==> src/rtl/mux_rr_arbiter.sv <==
// Round-robin arbiter for a shared 4:1 mux channel with a bounded hold time per owner.
// Grant, mux select and busy are all registered; the select keeps its value while idle.
module mux_rr_arbiter #(
  parameter int HOLD_MAX = 8
) (
  input  logic       clk,
  input  logic       rst_n,
  input  logic [3:0] req,
  output logic [3:0] gnt,
  output logic       s1,
  output logic       s0,
  output logic       busy
);

  localparam int HW = $clog2(HOLD_MAX + 1);

  typedef enum logic {IDLE, GRANT} state_t;

  state_t        state, state_nx;
  logic [1:0]    owner, owner_nx;
  logic [1:0]    last_owner, last_nx;
  logic [HW-1:0] hold, hold_nx;
  logic [3:0]    gnt_nx;
  logic          busy_nx;
  logic [1:0]    winner;
  logic          release_now;

  // First requester found searching upward from base+1; base itself is checked last.
  function automatic logic [1:0] rr_pick(input logic [3:0] r, input logic [1:0] base);
    logic [1:0] idx;
    rr_pick = base;
    for (int k = 4; k >= 1; k--) begin
      idx = base + 2'(k);
      if (r[idx]) rr_pick = idx;
    end
  endfunction

  // The owner register doubles as the mux select, so it holds the last owner while idle.
  assign s1 = owner[1];
  assign s0 = owner[0];

  assign winner      = rr_pick(req, (state == GRANT) ? owner : last_owner);
  assign release_now = !req[owner] || (hold == HW'(HOLD_MAX));

  always_comb begin
    state_nx = state;
    owner_nx = owner;
    last_nx  = last_owner;
    hold_nx  = hold;
    gnt_nx   = gnt;
    busy_nx  = busy;
    case (state)
      IDLE: begin
        hold_nx = '0;
        if (|req) begin
          state_nx = GRANT;
          owner_nx = winner;
          hold_nx  = HW'(1);
          gnt_nx   = 4'b0001 << winner;
          busy_nx  = 1'b1;
        end
      end
      GRANT: begin
        if (release_now) begin
          last_nx = owner;
          // A timed-out owner still requesting alone is re-picked, since it is searched last.
          if (|req) begin
            owner_nx = winner;
            hold_nx  = HW'(1);
            gnt_nx   = 4'b0001 << winner;
          end else begin
            state_nx = IDLE;
            hold_nx  = '0;
            gnt_nx   = 4'b0000;
            busy_nx  = 1'b0;
          end
        end else begin
          hold_nx = hold + HW'(1);
        end
      end
      default: state_nx = IDLE;
    endcase
  end

  always_ff @(posedge clk or negedge rst_n) begin
    if (!rst_n) begin
      state      <= IDLE;
      owner      <= 2'd0;
      last_owner <= 2'd3;
      hold       <= '0;
      gnt        <= 4'b0000;
      busy       <= 1'b0;
    end else begin
      state      <= state_nx;
      owner      <= owner_nx;
      last_owner <= last_nx;
      hold       <= hold_nx;
      gnt        <= gnt_nx;
      busy       <= busy_nx;
    end
  end

endmodule

==> config.mk <==
export PLATFORM = sky130hd
export DESIGN_NAME = mux_rr_arbiter
export DESIGN_NICKNAME = d
export VERILOG_FILES = /design/src/rtl/mux_rr_arbiter.sv
export SDC_FILE = /design/constraint.sdc
export NUM_CORES = 1
export LEC_CHECK = 0
export CAP_MARGIN = 20
export CORE_MARGIN = 4
export CORE_UTILIZATION = 53
export CTS_CLUSTER_DIAMETER = 120
export DETAILED_ROUTE_END_ITERATION = 6
export PLACE_DENSITY = 0.8
export SKIP_LAST_GASP = 1
export SYNTH_ARGS = -nofsm -noshare
export SYNTH_HDL_FRONTEND = slang
export SYNTH_SLANG_ARGS = --single-unit
==> constraint.sdc <==
create_clock -name clk -period 3.1 [get_ports clk]
set_clock_uncertainty 0.1 [all_clocks]
set_input_delay 0.775 -clock clk [delete_from_list [all_inputs] [get_ports clk]]
set_output_delay 0.775 -clock clk [all_outputs]
set_load 0.01 [all_outputs]
==> flow_summary.yaml <==
outcome:
  status: "finished clean"
logic_synthesis:
  synthXorXnorAreaFrac_pct: 2.39
  synth_top_family_by_area: "simple AND/OR/NAND/NOR gates"
  yosys_warnings: 0
  synth_compound_area_share_pct: 14.2
  netlist.top_cell.by_area: "dfrtp_1"
  synth-seq-cells: 14
  synth_fa_ha_area_share_pct: 4.79
  synth_simple_gate_area_share_pct: 14.4
  syn_area_um2: 732
  synth_cells: 62
  ys_types: 32
  syn_avg_cell_area_um2: 11.8
  synth_top_cell_area_share_pct: 41.0
  syn_nets: 70
  yosys-top-cells-area: "dfrtp_1 (41%), dfstp_2 (7.2%), mux2_2 (4.6%)"
  yosysSeqAreaShare_pct: 48.2
  muxShareOfSynthArea_pct: 13.0
clock_network:
  numCtsBuffers: 3
  postCtsResizedCells: 0
  clock-root-buffer: "clkbuf_4"
  hold_buffers: 0
  clk_latency_ns: 0.29
  cts_buffer_depth: 2
  cts.sinks: 14
  cts_tree: "done"
  postCtsSetupBuffers: 0
  clkSlewWorstSetupHoldPaths_ns: 0.09
  htree_num_levels: 1
cells_and_area:
  final_nets: 87
  register_area_um2: 353
  fillers: 111
  multi_input_area_um2: 357
  drive_above_1_share_pct: 26.9
  antenna_cells: 0
  area_growth_pct: 23.9
pwr:
  leakagePower_nw: 0.393
  cellPowerDensity_nw_per_um2: 944
  p_sw_mw: 0.302
  sw_frac_of_total_pct: 35.3
  worst_ir_drop_vdd_mv: 0.521
  clkPwrFrac_pct: 15.6
  combPwrFrac_pct: 47.0
  seqPwrFrac_pct: 37.4
  finalPower_mw: 0.856
  p_int_mw: 0.554
global_route:
  overflow: 0
  grt_pass1_wl_um: 2360
  globalRouteTotalUtil_pct: 16.7
  grt_pass1_vias: 537
  antenna_found_initial: 0
  grt_max_degree: 15
drt:
  drc: 0
  vias: 513
  avgRoutedWirePerCell_um: 14.4
  firstDrtPassIters: 4
  drt-total-wl_um: 1340
  first_iter_violations: 4
  ant_nets: 0
  avgViaCountPerCell: 5.52
timing:
  period_share_pct: 79.8
  min_period_ns: 2.47
  slew_headroom_pct: 58.7
  rsz0062_at_grt: "no"
  fmax_mhz: 404
  finalMaxSlewViolations: 0
  worstMarginPinSlew_ns: 0.618
  fin_setup_tns_ns: 0
  hold_violations: 0
  setup_viol: 0
placed_design:
  io_buffers: 12
  gp_congestion: 0.721
  place_hpwl_um: 1030
floorplan:
  core_region_area_um2: 1300
  rows: 13
  die_x_um: 45.2
  dieArea_um2: 2040
  die_h_um: 45.2
  io_pins: 13
  initial_utilization_pct: 56.3
setup_path:
  criticalPathCategory: "in -> reg"
  cp.required_ns: 3.18
  startpoint_type: "input port"
  path_max_fanout: 5
  crit_path_end_kind: "flip-flop"
  arrival_ns: 2.56
run:
  drv_cap: 0
hold_path:
  hp-class: "reg -> reg"
-- placed cells by master (no fill, tap or decap), types with 2 or more instances in the layout --
cell type	netlist	layout
clkbuf_4	0	3
ha_1	2	2
nand3_1	2	2
clkdlybuf4s50_1	0	12
nor2_1	5	5
o21ai_0	2	2
nand2_1	3	3
a21oi_1	3	3
dfrtp_1	12	12
inv_1	6	6
mux2_2	3	3
dfstp_2	2	2
-- area by class of cell --
type / instances / area share [%]
Multi-Input combinational cell: 42 / 39.3
Inverter: 6 / 2.48
Timing Repair Buffer: 12 / 13.2
Sequential cell: 14 / 38.9
Clock buffer: 4 / 4.00
Tap cell: 15 / 2.07
-- critical path, cell delays in order --
cell and delay, ns:
clkdlybuf4s50_1 0.51, mux4_2 0.53, and3_4 0.21, nor2_2 0.17
mux2_2 0.35
-- logic make-up (layout without fill, tap and decap cells) --
| logic type | count (synthesis) | after routing |
|---|---|---|
| mux | 7 | 7 |
| compound gates | 13 | 13 |
| buf+inv | 6 | 22 |
| flops | 14 | 14 |
| simple gates | 17 | 17 |
| xor+xnor | 2 | 2 |
| fa+ha+maj | 3 | 3 |
-- flip-flops by register name, indices dropped and copies added (netlist names) --
name and flops:
gnt 4, hold 4, last_owner 2, owner 2
busy 1, state 1
-- per-layer routing --
layer | share of wire (%) | track usage [%]
met1 | 45 | 20.3
met2 | 48 | 26.3
met3 | 4.6 | 5.18
met4 | 1.9 | 8.77
met5 | 0 | 0
-- through the flow --
stage | worst slack [ns] | utilization [%] | cell area [um2] | hold WS (ns) | cells
2_1_floorplan | 0.937 | - | 732 | 0.369 | 62
3_3_place_gp | 0.343 | 66.9 | 871 | 0.374 | 89
3_5_place_dp | 0.324 | 66.9 | 871 | 0.370 | 89
4_1_cts | 0.630 | 69.7 | 907 | 0.396 | 93
5_1_grt | 0.570 | 69.7 | 907 | 0.410 | 93
6_report | 0.627 | 69.7 | 907 | 0.389 | 93
-- synthesized netlist by cell type --
cell type	number
xor2_1	1
nand3_1	2
dfrtp_1	12
nor3_1	1
o41ai_2	1
o21ai_2	1
o22a_2	1
mux2_4	1
nand2_1	3
and2_2	1
a22oi_2	1
xnor2_1	1
nor4_4	1
a22o_2	1
ha_1	2
dfstp_2	2
mux2i_1	1
o21ai_1	1
mux4_2	1
o21ai_0	2
nor2_1	5
and2_1	1
a32o_1	1
maj3_1	1
mux2i_2	1
inv_1	6
nand3b_1	1
o22ai_1	1
and3_4	1
mux2_2	3
nor2_2	1
a21oi_1	3
-- power by group through the flow --
stage	Sequential [mW]	Combinational [mW]	Clock (mW)
floorplan	0.327	0.263	0
global placement	0.321	0.398	0
detailed placement	0.326	0.406	0
CTS	0.323	0.408	0.138
global route	0.333	0.442	0.149
finish	0.320	0.402	0.134
-- worst paths after layout --
check | depth (start not counted) | start | end | slack [ns]
setup / recovery | 5 | req[3] | owner[0]$_DFFE_PN0P_ | 0.63
max in group asynchronous | 1 | rst_n | gnt[1]$_DFFE_PN0P_ | 1.73
setup reg to reg | 5 | state$_DFF_PN0_ | gnt[1]$_DFFE_PN0P_ | 1.04
min in group asynchronous | 1 | rst_n | state$_DFF_PN0_ | 0.76
hold reg to reg | 2 | gnt[0]$_DFFE_PN0P_ | gnt[0]$_DFFE_PN0P_ | 0.39
hold / removal | 2 | gnt[0]$_DFFE_PN0P_ | gnt[0]$_DFFE_PN0P_ | 0.39
Power figures use the tool's default switching activity.
